`src/rtl/neuro_pkg.sv`:
```
// Shared definitions for the parity-machine random-sequence front end.
// Holds the LFSR width, wrap state and default seed, the scheduler state
// encoding, and helper functions for the LFSR step and seed selection.
// No ports (package).
package neuro_pkg;

    localparam int               LFSR_W    = 13;
    localparam logic [LFSR_W-1:0] LFSR_WRAP = 13'h220;
    localparam logic [LFSR_W-1:0] SEED_A    = 13'h16B8;

    typedef enum logic [1:0] {
        S_IDLE  = 2'd0,
        S_GRANT = 2'd1,
        S_SEED  = 2'd2
    } sched_state_t;

    // XNOR-tap step on bits 12,3,2,0. The wrap state is forced to zero, which
    // keeps the cycle away from the all-ones lock-up state.
    function automatic logic [LFSR_W-1:0] lfsr_next(input logic [LFSR_W-1:0] cur);
        if (cur == LFSR_WRAP) begin
            return '0;
        end
        return {cur[LFSR_W-2:0], ~(cur[12] ^ cur[3] ^ cur[2] ^ cur[0])};
    endfunction

    function automatic logic [LFSR_W-1:0] seed_sel(input logic [2:0]        seed_no,
                                                    input logic [LFSR_W-1:0] seed_val);
        case (seed_no)
            3'd1, 3'd2: return SEED_A;
            3'd7:       return seed_val;
            default:    return '0;
        endcase
    endfunction

endpackage

```
`src/rtl/lfsr_rr_sched_rr_pick.sv`:
```
// Combinational round-robin priority picker.
// Returns the first requester with req=1 at or after ptr, wrapping at N.
// Ports:
//   req    in  N   request vector
//   ptr    in  PW  index searched first
//   onehot out N   one-hot of the winner (0 when nothing requests)
//   idx    out PW  index of the winner (0 when nothing requests)
//   any    out 1   at least one request present
module rr_pick #(
    parameter int N  = 4,
    parameter int PW = 2
) (
    input  logic [N-1:0]  req,
    input  logic [PW-1:0] ptr,
    output logic [N-1:0]  onehot,
    output logic [PW-1:0] idx,
    output logic          any
);

    always_comb begin
        onehot = '0;
        idx    = '0;
        any    = 1'b0;
        for (int k = 0; k < N; k++) begin
            if (!any && req[(int'(ptr) + k) % N]) begin
                any                           = 1'b1;
                onehot[(int'(ptr) + k) % N]   = 1'b1;
                idx                           = PW'((int'(ptr) + k) % N);
            end
        end
    end

endmodule

```
`src/rtl/lfsr_rr_sched.sv`:
```
// Round-robin scheduler sharing one 13-bit LFSR sequence among NREQ
// requesters. Each grant is a burst of words handed out with valid/ready;
// the LFSR only advances on accepted words so every burst is a contiguous
// slice of the sequence.
// Ports:
//   clk        in   1           clock
//   rst        in   1           synchronous active-high reset
//   seed_no    in   3           seed select (1,2 -> SEED_A, 7 -> seed_val, else 0)
//   seed_val   in   13          explicit seed for seed_no==7
//   reseed     in   1           pulse: reload LFSR (deferred to end of a burst)
//   req        in   NREQ        level requests
//   req_len    in   NREQ*LEN_W  per-requester burst length (0 means 1)
//   rnd_ready  in   NREQ        per-requester ready, granted bit used
//   gnt        out  NREQ        one-hot grant held for the burst
//   rnd_data   out  13          current LFSR state
//   rnd_valid  out  1           word valid to granted requester
//   seq_wrap   out  1           pulse when an accepted step wraps to zero
//   busy       out  1           granting or reseeding
//
// state   | meaning
// S_IDLE  | arbitrate; pending reseed wins over requests
// S_GRANT | burst in progress, rnd_valid high
// S_SEED  | one cycle reloading the LFSR
module lfsr_rr_sched
    import neuro_pkg::*;
#(
    parameter int NREQ  = 4,
    parameter int LEN_W = 4
) (
    input  logic                    clk,
    input  logic                    rst,
    input  logic [2:0]              seed_no,
    input  logic [LFSR_W-1:0]       seed_val,
    input  logic                    reseed,
    input  logic [NREQ-1:0]         req,
    input  logic [NREQ*LEN_W-1:0]   req_len,
    input  logic [NREQ-1:0]         rnd_ready,
    output logic [NREQ-1:0]         gnt,
    output logic [LFSR_W-1:0]       rnd_data,
    output logic                    rnd_valid,
    output logic                    seq_wrap,
    output logic                    busy
);

    localparam int PW = (NREQ > 1) ? $clog2(NREQ) : 1;

    sched_state_t      state;
    logic [LFSR_W-1:0] lfsr;
    logic [LEN_W-1:0]  cnt;
    logic [PW-1:0]     gidx;
    logic [PW-1:0]     ptr;
    logic              pend;

    logic [NREQ-1:0]   pick_oh;
    logic [PW-1:0]     pick_idx;
    logic              pick_any;
    logic [LEN_W-1:0]  len_sel;
    logic              acc;

    rr_pick #(.N(NREQ), .PW(PW)) u_pick (
        .req    (req),
        .ptr    (ptr),
        .onehot (pick_oh),
        .idx    (pick_idx),
        .any    (pick_any)
    );

    assign len_sel  = req_len[int'(pick_idx) * LEN_W +: LEN_W];
    assign acc      = rnd_valid & rnd_ready[gidx];
    assign rnd_data = lfsr;
    assign busy     = (state == S_GRANT) || (state == S_SEED);

    always_ff @(posedge clk) begin
        if (rst) begin
            state     <= S_IDLE;
            gnt       <= '0;
            gidx      <= '0;
            cnt       <= '0;
            rnd_valid <= 1'b0;
            seq_wrap  <= 1'b0;
            ptr       <= '0;
            pend      <= 1'b0;
            lfsr      <= seed_sel(seed_no, seed_val);
        end else begin
            seq_wrap <= 1'b0;
            case (state)
                S_IDLE: begin
                    if (pend || reseed) begin
                        state <= S_SEED;
                    end else if (pick_any) begin
                        gnt       <= pick_oh;
                        gidx      <= pick_idx;
                        cnt       <= (len_sel == '0) ? LEN_W'(1) : len_sel;
                        rnd_valid <= 1'b1;
                        state     <= S_GRANT;
                    end
                end
                S_GRANT: begin
                    // Reseed waits so the running burst stays on one sequence.
                    if (reseed) begin
                        pend <= 1'b1;
                    end
                    if (acc) begin
                        lfsr     <= lfsr_next(lfsr);
                        seq_wrap <= (lfsr == LFSR_WRAP);
                        if (cnt == LEN_W'(1)) begin
                            gnt       <= '0;
                            rnd_valid <= 1'b0;
                            cnt       <= '0;
                            ptr       <= (gidx == PW'(NREQ - 1)) ? '0 : gidx + PW'(1);
                            state     <= S_IDLE;
                        end else begin
                            cnt <= cnt - LEN_W'(1);
                        end
                    end
                end
                S_SEED: begin
                    lfsr  <= seed_sel(seed_no, seed_val);
                    pend  <= 1'b0;
                    state <= S_IDLE;
                end
                default: begin
                    state <= S_IDLE;
                end
            endcase
        end
    end

endmodule

```
`config.mk`:
```
export PLATFORM = sky130hd
export DESIGN_NAME = lfsr_rr_sched
export DESIGN_NICKNAME = d
export VERILOG_FILES = /design/src/rtl/neuro_pkg.sv /design/src/rtl/lfsr_rr_sched_rr_pick.sv /design/src/rtl/lfsr_rr_sched.sv
export SDC_FILE = /design/constraint.sdc
export NUM_CORES = 1
export LEC_CHECK = 0
export CAP_MARGIN = 20
export CELL_PAD_IN_SITES_DETAIL_PLACEMENT = 0
export CELL_PAD_IN_SITES_GLOBAL_PLACEMENT = 1
export CORE_ASPECT_RATIO = 1.25
export CORE_MARGIN = 3
export CORE_UTILIZATION = 38
export CTS_CLUSTER_DIAMETER = 100
export DETAILED_ROUTE_END_ITERATION = 10
export PLACE_DENSITY = 0.88
export REMOVE_ABC_BUFFERS = 1
export SKIP_LAST_GASP = 1
export SYNTH_ARGS = -nofsm -noshare
export SYNTH_HDL_FRONTEND = slang
export SYNTH_HIERARCHICAL = 1
export SYNTH_SLANG_ARGS = --single-unit
```
`constraint.sdc`:
```
create_clock -name clk -period 6.4 [get_ports clk]
set_input_delay 1.92 -clock clk [delete_from_list [all_inputs] [get_ports clk]]
set_output_delay 1.92 -clock clk [all_outputs]
set_load 0.03 [all_outputs]
```
==> results of run 1 <==
## registers in the layout, summed over array words and instances (netlist names)
signal	count
seq_wrap	1
gidx	2
cnt	4
state	2
gnt	4
rnd_valid	1
rnd_data	13
ptr	2
pend	1
## placed cells by master (no fill, tap or decap), types with 2 or more instances in the layout
cell	instances
dfxtp_1	17
mux4_1	3
a22o_1	5
clkdlybuf4s50_1	62
a22oi_1	8
nor2_1	13
a32o_1	4
nor4_1	2
o21ai_1	3
mux4_2	5
xor2_1	2
nand2_1	26
o21ai_0	13
nand2b_1	4
or3_1	2
a211oi_1	3
clkbuf_8	5
nand3_1	6
clkinv_2	2
a21oi_1	15
mux2i_1	7
nor3_1	6
edfxtp_1	13
ha_1	11
xnor2_1	2
inv_1	10
## area by class of cell
| type | instances | share of cell area, % |
|---|---|---|
| Clock buffer | 5 | 2.46 |
| Clock inverter | 3 | 1.43 |
| Inverter | 11 | 1.48 |
| Multi-Input combinational cell | 164 | 43.6 |
| Sequential cell | 30 | 26.1 |
| Tap cell | 62 | 2.77 |
| Timing Repair Buffer | 62 | 22.2 |
## worst register-to-register path, cell delays in order (launching register included)
cell	delay, ps
dfxtp_1	680
inv_1	150
ha_1	380
mux4_1	270
nor2b_1	140
nor2_1	50
o31ai_1	700
mux4_2	620
nor3_2	180
o21a_1	130
a311oi_1	40
a211oi_1	210
## kinds of logic (layout without fill, tap and decap cells)
family                     after synthesis  count (layout)
muxes                                   16              16
AOI/OAI and AO/OA                       62              62
DFF                                     30              30
buffers and inverters                   21              81
xor gates and xnor gates                 4               4
and+or+nand+nor                         71              71
adders and majority gates               11              11
## path summary, 6_finish.rpt
check,from,slack [ps],end
max reg2reg,ptr[0]$_SDFFE_PP0P_,2740,cnt[0]$_SDFFE_PP0P_
min reg2reg,pend$_SDFFE_PP0P_,460,pend$_SDFFE_PP0P_
max,req[3],1460,cnt[0]$_SDFFE_PP0P_
min,pend$_SDFFE_PP0P_,460,pend$_SDFFE_PP0P_
## layer usage
layer / track usage (%) / up-vias
met4: 6.32 / 0
li1: - / 925
met2: 30.6 / 48
met3: 3.07 / 4
met1: 19.2 / 873
met5: 0 / -
## power groups by stage
stage | sequential (mW) | clock [mW] | combinational, mW
5_1_grt | 0.265 | 0.203 | 0.280
3_5_place_dp | 0.265 | 0 | 0.255
3_3_place_gp | 0.264 | 0 | 0.254
2_1_floorplan | 0.299 | 0 | 0.122
6_report | 0.260 | 0.187 | 0.255
4_1_cts | 0.261 | 0.193 | 0.257
==> impl_results.md, run 1 <==
* Run status: completed
* Fin area at 2800 um2
* Reg2Reg Depth at 11
* Final net count at 328
* Ys flop type: dfxtp_1
* Area Growth Syn to Fin at 36.2%
* Area after DPL at 2690 um2
* Final setup viols at 0
* Share of cells above drive strength 1 at 7.27%
* Adder-cell share of the synthesized area at 6.70%
* First-pass GRT wire length at 8470 um
* CP Max Fanout at 6
* GPL Wtd Cong at 0.846
* Compound-Gate Fraction of Synth Area at 20.0%
* IO Count at 63
* Post-synth top cells: 26 x nand2_1, 17 x dfxtp_1, 15 x a21oi_1
* Die height at 88.2 um
* Input/output buffers at 62
* Hold_ws at 461 ps
* Largest family of logic cells by synthesized area: compound AO/OA/AOI/OAI gates
* Syn Inst Count at 215
* Final period utilization at 77.1%
* Post-CTS setup buffers at 0
* Row cnt at 29
* Initial DRC count at 90
* Post-synth EDFFs at 13
* Area share of and/or/nand/nor cells after synthesis at 17.7%
* Hold Buf Count CTS at 0
* Die X-Extent at 71.8 um
* Combinational power share at 36.3%
* CP max stage delay at 700 ps
* Post-Synth XOR/XNOR Area at 1.70%
* Final slew viol count at 0
* Cells after DPL at 329
* Switching power share of the total at 33.5%
* Worst path buffer plus inverter count at 1
* Slew HR at 33.0%
* CP delay by family, top: multiplexers
* Largest net degree at the start of global routing at 19
* Int Pwr at 466 uW
* RSZ-0062 raised after global routing: no
* Core area at 5150 um2
* Top Layer Used: met4
* Post-synth ARST share at 0%
* Slew @ Worst Pin at 1000 ps
* Sequential area share after synthesis at 35.5%
* CP Class: in2reg
* Yosys top cell by area: edfxtp_1
* Fmax at 203 MHz
* Pre-CTS setup slack at 1160 ps
* DRT antenna net count at 0
* Mapped Area at 2060 um2
* Ant diodes at 0
* Setup WS post-layout at 1460 ps
* Setup_tns at 0 ps
* Flop pwr share at 37.1%
* Top cells by area, synth: edfxtp_1 19%, dfxtp_1 17%, ha_1 6.7%
* Latest clock arrival within the worst-skew pair at 280 ps
* Vias per Instance at 5.49
* CTS buffer count at 5
* Die area at 6330 um2
* Mux cell area share after synthesis at 13.3%
* Non-filler cells, final at 337
* Post-synth cell types at 51
* Max clock buf depth at 2
* Met3 Wirelength at 250 um
* Minimum clock period at 4940 ps
* Per-cell routed wire length at 14.7 um
* Yosys warning count at 6
* Clock root buffer: clkbuf_8
* Vias in the first global route at 1857
* Critical path data required time at 6590 ps
* Max Cap Viol at 0
* Grt ovf at 0
* Metal-1 WL at 2120 um
* Final Hold Fails at 0
* Clock Sink Count at 30
* Number of antenna violations at the first check in global routing at 0
* Drt total wl at 4960 um
* Count leader, synth: nand2_1
* Slowest CP cell: o31ai_1
* Routed length on met2 at 2540 um
* Worst min path class: reg2reg
* CP endpoint kind: flop
* Register area at 731 um2
* Peak VDD IR at 0.112 mV
* Multi-input combinational cell area at 1220 um2
* Pwr Density at 251 nW/um2
* Yosys reg bits at 30
* Remaining DRCs at 0
* Vias at 1850
* Total power draw at 702 uW
* Critical Path Stages at 10
* Final Core Density at 54.3%
* Clk slew on worst S/H paths at 70 ps
* TritonCTS clock tree: yes
* Hold Path Stages at 2
* Crit start category: input port
* Pre-Repair DR Iteration Count at 4
* Htree depth at 2
* Clk_skew at 9.48 ps
* Clk pwr share at 26.6%
* GRT Total Usage at 16.7%
* Fill cells at 487
* DPL Wire Length at 3920 um
* Crit-path cells: clkdlybuf4s50_1 > mux4_1 > nor2b_1 > nor2_1 > o31ai_1 > mux4_2 > nor3_2 > o21a_1 > a311oi_1 > a211oi_1
* Post_cts resized at 0
* CP Data Arrival Time at 5120 ps
* NetSw at 235 uW
* Initial Utilization at 39.9%
* Post-synthesis average cell area at 9.56 um2
* Leak at 1.04 nW
* Area share of the largest cell type after synthesis at 19.0%
Note: power is estimated with default switching activity, not from simulation.
==> run 2: changes to the inputs <==
--- a/config.mk
+++ b/config.mk
@@ -10,10 +10,10 @@
 export CELL_PAD_IN_SITES_GLOBAL_PLACEMENT = 1
 export CORE_ASPECT_RATIO = 1.25
 export CORE_MARGIN = 3
-export CORE_UTILIZATION = 38
+export CORE_UTILIZATION = 32
 export CTS_CLUSTER_DIAMETER = 100
 export DETAILED_ROUTE_END_ITERATION = 10
-export PLACE_DENSITY = 0.88
+export PLACE_DENSITY = 0.79
 export REMOVE_ABC_BUFFERS = 1
 export SKIP_LAST_GASP = 1
 export SYNTH_ARGS = -nofsm -noshare
==> constraint.sdc (replaced) <==
create_clock -name clk -period 4.3 [get_ports clk]
set_input_delay 1.29 -clock clk [delete_from_list [all_inputs] [get_ports clk]]
set_output_delay 1.29 -clock clk [all_outputs]
set_load 0.03 [all_outputs]
==> run 2 against run 1 <==
Against the previous run:
- global-route usage down 2.7 points
- core utilization shrank 8.1 points
- largest power group unchanged
- combinational power up 50%
- critical path type unchanged
- largest cell class unchanged
- critical endpoint unchanged
==> impl_results.md, run 2 (synthesis gave the netlist of run 1 again) <==
* Drt total wl at 5080 um (+2.3%)
* Area Growth Syn to Fin at 39.5%
* Number of flip-flops in the largest register at 13 (unchanged)
* Max Cap Viol at 0 (unchanged)
* Final Hold Fails at 0 (unchanged)
* Slew @ Worst Pin at 652 ps (-349 ps)
* Fmax at 258 MHz
* Final setup viols at 0 (unchanged)
* Leak at 1.06 nW (+2.3%)
* Reg2Reg Depth at 11 (unchanged)
* Final period utilization at 90.0%
* Max clock buf depth at 2 (unchanged)
* Die X-Extent at 77.7 um (+8.2%)
* Multi-input combinational cell area at 1220 um2 (unchanged)
* Post-CTS setup buffers at 0 (unchanged)
* CP endpoint kind: flop
* IO Count at 63 (unchanged)
* Slowest CP cell: mux4_1
* Most common cell after layout, fill and taps aside: clkdlybuf4s50_1
* Peak VDD IR at 0.126 mV (+13%)
* Crit start category: input port
* CP Data Arrival Time at 4000 ps (-1120 ps)
* CP Max Fanout at 6 (unchanged)
* Clk_skew at 4.26 ps (-5.22 ps)
* Post_cts resized at 0 (unchanged)
* Vias per Instance at 5.09 (-7.3%)
* Slew HR at 56.4% (+23 points)
* DPL Wire Length at 4020 um (+2.4%)
* R2r endpoint: cnt[0]$_SDFFE_PP0P_
* Htree depth at 2 (unchanged)
* Fill cells at 600 (+23%)
* Final net count at 333 (+1.5%)
* Clock Sink Count at 30 (unchanged)
* Grt ovf at 0 (unchanged)
* Register area at 731 um2 (unchanged)
* Worst min path class: reg2reg
* TritonCTS clock tree: yes
* Pwr Density at 363 nW/um2 (+45%)
* CP delay by family, top: multiplexers
* Worst path buffer plus inverter count at 2 (+1)
* GRT Total Usage at 14.0% (-2.7 points)
* DRT antenna net count at 0 (unchanged)
* Clk slew on worst S/H paths at 60 ps (about the same)
* Critical path data required time at 4430 ps (-2160 ps)
* Reg2reg start: ptr[0]$_SDFFE_PP0P_
* Run status: completed
* Clock root buffer: clkbuf_8
* Core area at 6210 um2 (+20%)
* Pre-CTS setup slack at 148 ps (-1010 ps)
* Per-cell routed wire length at 13.9 um (-5.5%)
* Row cnt at 32 (+10%)
* Minimum clock period at 3870 ps
* GPL Wtd Cong at 0.775 (-8.4%)
* First-pass GRT wire length at 8300 um (-2.0%)
* Reg2Reg Setup Slack at 860 ps (-1880 ps)
* Initial DRC count at 80 (-11%)
* Input/output buffers at 62 (unchanged)
* Hold Path Stages at 2 (unchanged)
* CTS buffer count at 5 (unchanged)
* Largest net degree at the start of global routing at 19 (unchanged)
* Initial Utilization at 33.1% (-6.8 points)
* CP max stage delay at 560 ps (-140 ps)
* Pre-Repair DR Iteration Count at 4 (unchanged)
* Die height at 95.6 um (+8.4%)
* Latest clock arrival within the worst-skew pair at 280 ps (about the same)
* Die area at 7430 um2 (+17%)
* Number of antenna violations at the first check in global routing at 0 (unchanged)
* Crit-path cells: clkdlybuf4s50_1 > mux4_1 > and2b_2 > o21ai_0 > o31ai_1 > buf_4 > mux4_1 > o21a_1 > a311oi_1 > a211oi_1
* Ant diodes at 0 (unchanged)
* Most frequent cells in the layout: 62 x clkdlybuf4s50_1, 26 x nand2_1, 17 x dfxtp_1, 15 x a21oi_1
* Remaining DRCs at 0 (unchanged)
* Final slew viol count at 0 (unchanged)
* Vias at 1858 (+0.43%)
* Share of cells above drive strength 1 at 8.57% (+1.3 points)
* RSZ-0062 raised after global routing: no
* CP Class: in2reg
* Crit path top cell by count: mux4_1
* Worst hold start: pend$_SDFFE_PP0P_
* Setup WS post-layout at 431 ps (-1030 ps)
* Hold Buf Count CTS at 0 (unchanged)
* Setup_tns at 0 ps (unchanged)
* Hold Crit Endpoint: pend$_SDFFE_PP0P_
* Vias in the first global route at 1790 (-3.6%)
run 2: cell types whose count changed in the layout (fill, tap and decap cells not counted):
cell	previous run	this run
buf_4	0	5
bufinv_16	1	0
clkbuf_1	0	1
clkbuf_16	0	1
clkbuf_8	5	6
clkinv_2	2	0
run 2: worst max-delay path by stage:
stage	startpoint	slack, ps	to	cells after the start
2_1_floorplan	req[0]	400	cnt[0]$_SDFFE_PP0P_	9
3_3_place_gp	req[3]	260	cnt[0]$_SDFFE_PP0P_	11
3_5_place_dp	req[3]	150	cnt[0]$_SDFFE_PP0P_	11
4_1_cts	req[3]	430	cnt[0]$_SDFFE_PP0P_	11
5_1_grt	req[2]	330	cnt[0]$_SDFFE_PP0P_	10
6_report	req[3]	430	cnt[0]$_SDFFE_PP0P_	10
run 2: layout make-up:
cell class,instances,share of cell area (%)
inverter,11,1.44
clock buffer,8,3.88
multi-input combinational,164,42.5
timing repair buffer,67,22.9
sequential,30,25.5
tap,85,3.71
run 2: report_power, final:
group | total, mW | leakage (nW) | internal [mW] | switching [mW]
registers | 0.389 | 0.273 | 0.351 | 0.0379
clock network | 0.269 | 0.0566 | 0.165 | 0.104
logic | 0.383 | 0.734 | 0.176 | 0.206
run 2: tightest hold or removal path, cell delays in order (launching register included):
cell and delay [ps]:
dfxtp_1 310, nand2_1 60, a21oi_1 50
run 2: metal layers:
metal / vias up / wire length [um] / global-route usage (%)
li1: 935 / - / -
met2: 66 / 2650 / 26.9
met4: 0 / 61 / 4.45
met3: 6 / 295 / 3.21
met5: - / 0 / 0
met1: 851 / 2070 / 15.1
run 2: through the flow:
stage	total power [mW]	area [um2]	instances	util (%)	hold slack (ps)
floorplan	0.626	1990	205	-	426
global placement	0.778	2760	357	44.4	441
detailed placement	0.781	2760	357	44.4	458
CTS	1.05	2870	365	46.2	468
global route	1.10	2870	365	46.2	496
finish	1.04	2870	365	46.2	464
